`config.mk`:
```
export PLATFORM = sky130hd
export DESIGN_NAME = frame_writer
export DESIGN_NICKNAME = d
export VERILOG_FILES = /design/src/rtl/frame_writer.sv
export SDC_FILE = /design/constraint.sdc
export NUM_CORES = 1
export LEC_CHECK = 0
export ABC_AREA = 1
export ABC_CLOCK_PERIOD_IN_PS = 2300
export CORE_MARGIN = 2
export CORE_UTILIZATION = 53
export CTS_BUF_LIST = sky130_fd_sc_hd__clkbuf_4 sky130_fd_sc_hd__clkbuf_8
export DETAILED_ROUTE_END_ITERATION = 8
export GPL_ROUTABILITY_DRIVEN = 0
export HOLD_SLACK_MARGIN = 0.02
export PLACE_DENSITY = 0.82
export REMOVE_ABC_BUFFERS = 1
export SLEW_MARGIN = 20
export SYNTH_ARGS = -nofsm -noshare
export SYNTH_HDL_FRONTEND = slang
export SYNTH_SLANG_ARGS = --single-unit
```
`constraint.sdc`:
```
create_clock -name clk -period 2.3 [get_ports clk]
set_clock_uncertainty 0.1 [all_clocks]
set_input_delay 0.23 -clock clk [delete_from_list [all_inputs] [get_ports clk]]
set_output_delay 0.23 -clock clk [all_outputs]
set_load 0.1 [all_outputs]
```
`src/rtl/frame_writer.sv`:
```
// Frame writer: places the interior pixel stream of a 3x3 filter stage at its raster position
// in a full-size frame memory. Optional border zero-fill sweep when BORDER_CLEAR_EN is defined.
module frame_writer #(
  parameter int unsigned IMG_W  = 512,
  parameter int unsigned IMG_H  = 512,
  parameter int unsigned BORDER = 1,
  parameter int unsigned PIX_W  = 8,
  parameter int unsigned ADDR_W = 18
) (
  input  logic              clk,
  input  logic              rst,
  input  logic              start,
  input  logic [PIX_W-1:0]  pixel_in,
  input  logic              pixel_in_valid,
  output logic              mem_wr_en,
  output logic [ADDR_W-1:0] mem_wr_addr,
  output logic [PIX_W-1:0]  mem_wr_data,
  output logic              busy,
  output logic              frame_done,
  output logic              overrun_err
);

  localparam int unsigned COL_W     = $clog2(IMG_W);
  localparam int unsigned ROW_W     = $clog2(IMG_H);
  localparam int unsigned IN_W      = IMG_W - 2 * BORDER;
  localparam int unsigned IN_H      = IMG_H - 2 * BORDER;
  localparam int unsigned PTR_START = BORDER * IMG_W + BORDER;
  localparam int unsigned ROW_STEP  = 2 * BORDER + 1;

  typedef enum logic [1:0] {
    ST_IDLE    = 2'd0,
    ST_CAPTURE = 2'd1,
`ifdef BORDER_CLEAR_EN
    ST_CLEAR   = 2'd2,
`endif
    ST_DONE    = 2'd3
  } state_e;

  state_e              state_q, state_d;
  logic [COL_W-1:0]    col_q, col_d;
  logic [ROW_W-1:0]    row_q, row_d;
  logic [ADDR_W-1:0]   ptr_q, ptr_d;
  logic                wr_en_q, wr_en_d;
  logic [ADDR_W-1:0]   addr_q, addr_d;
  logic [PIX_W-1:0]    data_q, data_d;
  logic                busy_q, busy_d;
  logic                done_q, done_d;
  logic                ovr_q, ovr_d;

  logic last_pix, row_end;
  assign row_end  = (col_q == COL_W'(IN_W - 1));
  assign last_pix = row_end && (row_q == ROW_W'(IN_H - 1));

`ifdef BORDER_CLEAR_EN
  logic clr_last, clr_mid_row;
  assign clr_last    = (col_q == COL_W'(IMG_W - 1)) && (row_q == ROW_W'(IMG_H - 1));
  assign clr_mid_row = (row_q >= ROW_W'(BORDER)) && (row_q < ROW_W'(IMG_H - BORDER));
`endif

  // State register
  always_ff @(posedge clk) begin
    if (rst) state_q <= ST_IDLE;
    else     state_q <= state_d;
  end

  // Next-state logic
  always_comb begin
    state_d = state_q;
    case (state_q)
      ST_IDLE:    if (start) state_d = ST_CAPTURE;
      ST_CAPTURE: if (pixel_in_valid && last_pix) begin
`ifdef BORDER_CLEAR_EN
        state_d = ST_CLEAR;
`else
        state_d = ST_DONE;
`endif
      end
`ifdef BORDER_CLEAR_EN
      ST_CLEAR:   if (clr_last) state_d = ST_DONE;
`endif
      ST_DONE:    state_d = ST_IDLE;
      default:    state_d = ST_IDLE;
    endcase
  end

  // Output and datapath next values; status outputs trail the state by one cycle
  always_comb begin
    col_d   = col_q;
    row_d   = row_q;
    ptr_d   = ptr_q;
    wr_en_d = 1'b0;
    addr_d  = addr_q;
    data_d  = data_q;
    ovr_d   = ovr_q;
    done_d  = (state_q == ST_DONE);
`ifdef BORDER_CLEAR_EN
    busy_d  = (state_q == ST_CAPTURE) || (state_q == ST_CLEAR);
`else
    busy_d  = (state_q == ST_CAPTURE);
`endif
    case (state_q)
      ST_IDLE: begin
        if (start) begin
          ptr_d = ADDR_W'(PTR_START);
          col_d = '0;
          row_d = '0;
          ovr_d = 1'b0;
        end
      end
      ST_CAPTURE: begin
        if (pixel_in_valid) begin
          wr_en_d = 1'b1;
          addr_d  = ptr_q;
          data_d  = pixel_in;
`ifdef BORDER_CLEAR_EN
          if (last_pix) begin
            col_d = '0;
            row_d = '0;
            ptr_d = '0;
          end else
`endif
          if (row_end) begin
            col_d = '0;
            row_d = row_q + ROW_W'(1);
            ptr_d = ptr_q + ADDR_W'(ROW_STEP);
          end else begin
            col_d = col_q + COL_W'(1);
            ptr_d = ptr_q + ADDR_W'(1);
          end
        end
      end
`ifdef BORDER_CLEAR_EN
      ST_CLEAR: begin
        wr_en_d = 1'b1;
        addr_d  = ptr_q;
        data_d  = '0;
        if (col_q == COL_W'(IMG_W - 1)) begin
          col_d = '0;
          row_d = row_q + ROW_W'(1);
          ptr_d = ptr_q + ADDR_W'(1);
        end else if (clr_mid_row && (col_q == COL_W'(BORDER - 1))) begin
          // skip the interior span of a middle row
          col_d = COL_W'(IMG_W - BORDER);
          ptr_d = ptr_q + ADDR_W'(IN_W + 1);
        end else begin
          col_d = col_q + COL_W'(1);
          ptr_d = ptr_q + ADDR_W'(1);
        end
      end
`endif
      default: ;
    endcase
    if (pixel_in_valid && (state_q != ST_CAPTURE)) ovr_d = 1'b1;
  end

  // Datapath and output registers
  always_ff @(posedge clk) begin
    if (rst) begin
      col_q   <= '0;
      row_q   <= '0;
      ptr_q   <= '0;
      wr_en_q <= 1'b0;
      addr_q  <= '0;
      data_q  <= '0;
      busy_q  <= 1'b0;
      done_q  <= 1'b0;
      ovr_q   <= 1'b0;
    end else begin
      col_q   <= col_d;
      row_q   <= row_d;
      ptr_q   <= ptr_d;
      wr_en_q <= wr_en_d;
      addr_q  <= addr_d;
      data_q  <= data_d;
      busy_q  <= busy_d;
      done_q  <= done_d;
      ovr_q   <= ovr_d;
    end
  end

  assign mem_wr_en   = wr_en_q;
  assign mem_wr_addr = addr_q;
  assign mem_wr_data = data_q;
  assign busy        = busy_q;
  assign frame_done  = done_q;
  assign overrun_err = ovr_q;

endmodule
```
After elaboration in Yosys (flattened, before gate mapping)
Cells that the tools add are included.
W data, S select, Z words.
{"block": "totals", "reg_bits": 68, "input_bits": 12, "output_inout_bits": 30, "elab_cells": 55}
{"block": "op_classes", "add_sub_neg": 4, "n_eq_ne": 9, "n_mux": 18, "bitwise_logic": 1, "n_reduce_logical": 13}
{"operator": "$mux W18", "count": 3}
{"operator": "$mux W9", "count": 5}
{"operator": "$pmux W18 S2", "count": 1}
{"operator": "$pmux W9 S2", "count": 2}
{"operator": "$add A18 B1 Y18 const B", "count": 1}
{"operator": "$add A18 B2 Y18 const B", "count": 1}
{"operator": "$add A9 B1 Y9 const B", "count": 2}
{"operator": "$eq A9 B9 Y1 const B", "count": 2}
{"operator": "$ne A2 B1 Y1 const B", "count": 3}
{"operator": "$reduce_and A2 Y1", "count": 3}
{"operator": "$reduce_bool A2 Y1", "count": 3}
{"operator": "$mux W1", "count": 4}
{"operator": "$mux W2", "count": 2}
{"operator": "$ne A2 B2 Y1 const B", "count": 2}
{"operator": "$pmux W2 S2", "count": 1}
{"operator": "$reduce_and A4 Y1", "count": 1}
{"operator": "$logic_and A1 B1 Y1", "count": 3}
{"operator": "$reduce_and A3 Y1", "count": 1}
{"operator": "$eq A2 B1 Y1 const B", "count": 1}
{"operator": "$eq A2 B2 Y1 const B", "count": 1}
{"operator": "$logic_not A2 Y1", "count": 1}
{"operator": "$reduce_or A2 Y1", "count": 1}
{"operator": "$not A1 Y1", "count": 1}

Depth between registers and ports, before layout
{"block": "logic_depth", "depth_word": 5, "ltp_mapped": 15, "ltp_nobuf": 15}

Least setup slack after synthesis
OpenSTA, ideal clock, no wires.
{"block": "synth_timing", "path_kind": "register -> register", "from": "register col_q[0]", "to": "register ptr_q[14]", "setup_ns": 0.115, "t_arrival_ns": 1.751, "required_ns": 2.085, "path_slack_ns": 0.334, "path_stages_with_launch": 14, "path_buffers": 0, "synth_period_minus_slack_ns": 1.966, "path_cell_list": "dfxtp_1 ha_1 nand2_1 nor2_1 nand2_2 inv_1 fa_1 nand2_1 nor3_1 nand3_2 nor2_2 nand3_1 nand2_1 nor2_1"}
{"block": "synth_via", "elab_chain_cells": 4}
{"item": "start, declared", "line_no": "40", "text": "logic [COL_W-1:0] col_q, col_d;"}
{"item": "start signal, assigned", "line_no": "169", "text": "col_q <= col_d;"}
{"item": "$eq A9 B9 Y1", "line_no": "51", "text": "assign row_end = (col_q == COL_W'(IN_W - 1));"}
{"item": "$mux W18", "line_no": "122", "text": "if (row_end) begin"}
{"item": "$mux W18", "line_no": "111", "text": "if (pixel_in_valid) begin"}
{"item": "$pmux W18 S2", "line_no": "101", "text": "case (state_q)"}
{"item": "end signal, assigned", "line_no": "171", "text": "ptr_q <= ptr_d;"}
{"item": "end, declared", "line_no": "42", "text": "logic [ADDR_W-1:0] ptr_q, ptr_d;"}
No other way between the ends. The select of a mux whose other input is x is not followed.
A chain may end at the register's enable or synchronous reset.

Worst setup path after layout
{"block": "layout_timing", "from": "register col_q[1]", "to": "register ptr_q[16]"}
Same word-level chain as after synthesis.

==> flow_summary.toml <==
[setup_path]
arrival_ns = 2.29
critical_path.slowest_cell = "dfxtp_2"
timing.critical_path.required_ns = 2.44
crit_type = "reg2reg"
timing.critical_path.to_type = "flop"
critical_path.startpoint_type = "flop"
critical-path-max-stage-delay_ns = 0.34
cp_cell_sequence = "inv_1 -> ha_1 -> nand2_1 -> nor2_1 -> nand2_2 -> inv_1 -> fa_1 -> nand2_2 -> nor3_4 -> nand3_2 -> nor2_4 -> nand3_1 -> nand2_1 -> nor2_1"
crit_path_max_fanout = 4
path_delay_family = "simple AND/OR/NAND/NOR gates"
worstPathBufferInverterCount = 2

[yosys]
synth-warning-count = 0
synthCells = 403
parity_gate_share_of_the_synthesized_area_counting_xor_and_xnor_cells_pct = 1.47
synth_compound_gate_area_share_pct = 12.5
yosys.area_share.adder_pct = 2.78
yosys_reg_bits = 68
post_synth.cell_area_avg_um2 = 7.37
synth_top_family_by_area = "simple AND/OR/NAND/NOR gates"
synth_top_flop_cell = "dfxtp_1"
edff_count_synth = 0
synth.distinct_cells = 33
post_synth_instance_area_um2 = 2970
post_synth_and_or_nand_nor_area_fraction_pct = 29.1
synthArstFlopShare_pct = 0
synth_seq_area_share_pct = 45.8
muxShareOfSynthArea_pct = 0

[routing]
antenna_viol_nets_final = 0
avgViaCountPerCell = 5.15
drt_drc_violations_left = 0
drt_first_pass_iters = 4
route.vias.total = 2717
totalWireLength_um = 6650
wl_per_cell_um = 12.6
drt_first_iter_violations = 181

[finish]
utilization_pct = 66.9
layout.cells.most_common_list = "nand2_1, dfxtp_1, nor2_1"
final_nets = 469
diodes = 0
fraction_of_final_layout_cells_with_drive_strength_greater_than_1_pct = 18.2
layout_commonest_cell = "nand2_1"
syn_to_final_growth_pct = 23.3

[timing]
worst_slew_pin_slew_ns = 0.325
slew_violations = 0
timing_hold_violations_final = 0
tns_ns = 0
period_minus_slack_ns = 2.15
max_freq_mhz = 465
finalSetupViolations = 0
max-slew-margin-rel_pct = 78.1
timing.final.crit_share_pct = 93.4

[die]
floorplan.core_area_um2 = 5470
die_h_um = 78.9
io_pins = 42
die-width_um = 78.9
fp.dieArea_um2 = 6220
row_count = 27
initial_utilization_pct = 54.3

[outcome]
run_status = "completed"

[power_and_ir_drop]
worst_case_vdd_ir_drop_uv = 440
power_density_nw_per_um2 = 731
p_leak_nw = 1.51

[clocking]
cts_tree = "done"
ctsHoldBuffers = 0
clk-insertion-delay-late_ns = 0.34
root_buffer = "clkbuf_8"
numClockSinks = 68
cts_htree_levels = 3
cts_inserted_buffers = 9
clk_transition_reported_paths_ns = 0.07
clk_path_buf_depth = 2

[global_route]
first_global_vias = 2614
grt.overflow.total = 0
grt_pass1_wl_um = 11500
grt_max_degree = 32
track_usage_pct = 23.2
antenna_found_initial = 0

[hold_path]
timing.hold.worst.class = "in2reg"

[placement]
io_buffers = 41
estimated_wirelength_of_the_detail_placed_design_um = 4500

[flow_run]
max_cap_viol_count = 0
-- cell type report --
class	count	area (µm²)
clock inverters	4	72.6
multi-input cells	277	1380
flip-flops and latches	68	1360
clock buffers	12	153
well taps	72	90.1
fillers	434	1810
repair buffers	49	420
inverters	46	180
-- cell usage after synthesis, types with 2 or more instances --
master	count	area (µm²)
nand2_1	91	342
dfxtp_1	68	1360
nor2_1	46	173
a21oi_1	44	220
inv_1	37	139
nand3_1	24	120
o21ai_0	17	85.1
nor3_1	13	65.1
buf_2	6	30.0
inv_2	6	22.5
nand2_2	6	37.5
ha_1	5	62.6
xor2_1	5	43.8
clkbuf_1	4	15.0
nand4_1	4	25.0
nor2_2	4	25.0
nand3_2	3	30.0
buf_6	2	22.5
clkinv_1	2	7.51
nor2_4	2	22.5
o21ai_1	2	10.0
-- registers in the layout, indices dropped and copies added (netlist names) --
signal / flops
mem_wr_addr: 18
row_q: 9
mem_wr_data: 8
mem_wr_en: 1
busy: 1
col_q: 9
frame_done: 1
state_q: 2
overrun_err: 1
ptr_q: 18
-- metrics by stage --
step                      hold WS [ns]  cells  power, mW  area [µm²]  setup WS, ns
after global routing             0.338    528       2.77        3660      -0.00446
final                            0.333    528       2.68        3660         0.151
after floorplan                  0.199    391       1.48        2900         0.328
after detailed placement         0.340    510       1.59        3400         0.134
after CTS                        0.329    526       2.69        3620        0.0723
after global placement           0.339    510       1.58        3400         0.192
-- layer usage --
metal  vias up  global-route usage, %  share of wire, %
li1       1389                      -                 -
met1      1234                   29.2                45
met2        75                   37.8                48
met3        19                   6.02               4.5
met4         0                   10.0               2.3
met5         -                      0                 0
-- where the power goes --
group / internal, mW / total, mW / leakage (nW) / switching (mW)
Sequential: 1.21 / 1.23 / 0.552 / 0.0204
Clock: 0.663 / 1.12 / 0.113 / 0.453
Combinational: 0.0877 / 0.336 / 0.842 / 0.249
-- what timing repair did --
| item | in CTS | in global routing |
|---|---|---|
| buffers inserted | 0 | 2 |
| endpoints found under the setup margin | 0 | 7 |
| resized for setup | 0 | 8 |
-- worst reg2reg max path, delay by kind of cell, from the launching register on --
family,cells,cell delay (ns)
flops,1,0.34
simple gates,10,1.13
buf+inv,2,0.15
fa+ha+maj,2,0.35
-- cell families (layout without fill, tap and decap cells) --
family                     count (synthesis)  after routing
AOI/OAI and AO/OA                         70             70
xor gates and xnor gates                   5              5
adders and majority gates                  6              6
buffers and inverters                     58            111
DFF                                       68             68
and+or+nand+nor                          196            196
-- worst paths after layout --
kind	start	end	slack (ns)	cells after the start
setup / recovery	col_q[1]$_SDFFE_PP0P_	ptr_q[16]$_SDFFE_PP0P_	0.15	14
hold / removal	pixel_in[0]	mem_wr_data[0]$_SDFFE_PP0P_	0.33	3
hold reg to reg	state_q[1]$_SDFFE_PP0P_	state_q[0]$_SDFFE_PP0P_	0.36	1
setup reg to reg	col_q[1]$_SDFFE_PP0P_	ptr_q[16]$_SDFFE_PP0P_	0.15	14
No activity file was read; power rests on OpenSTA's default activity.
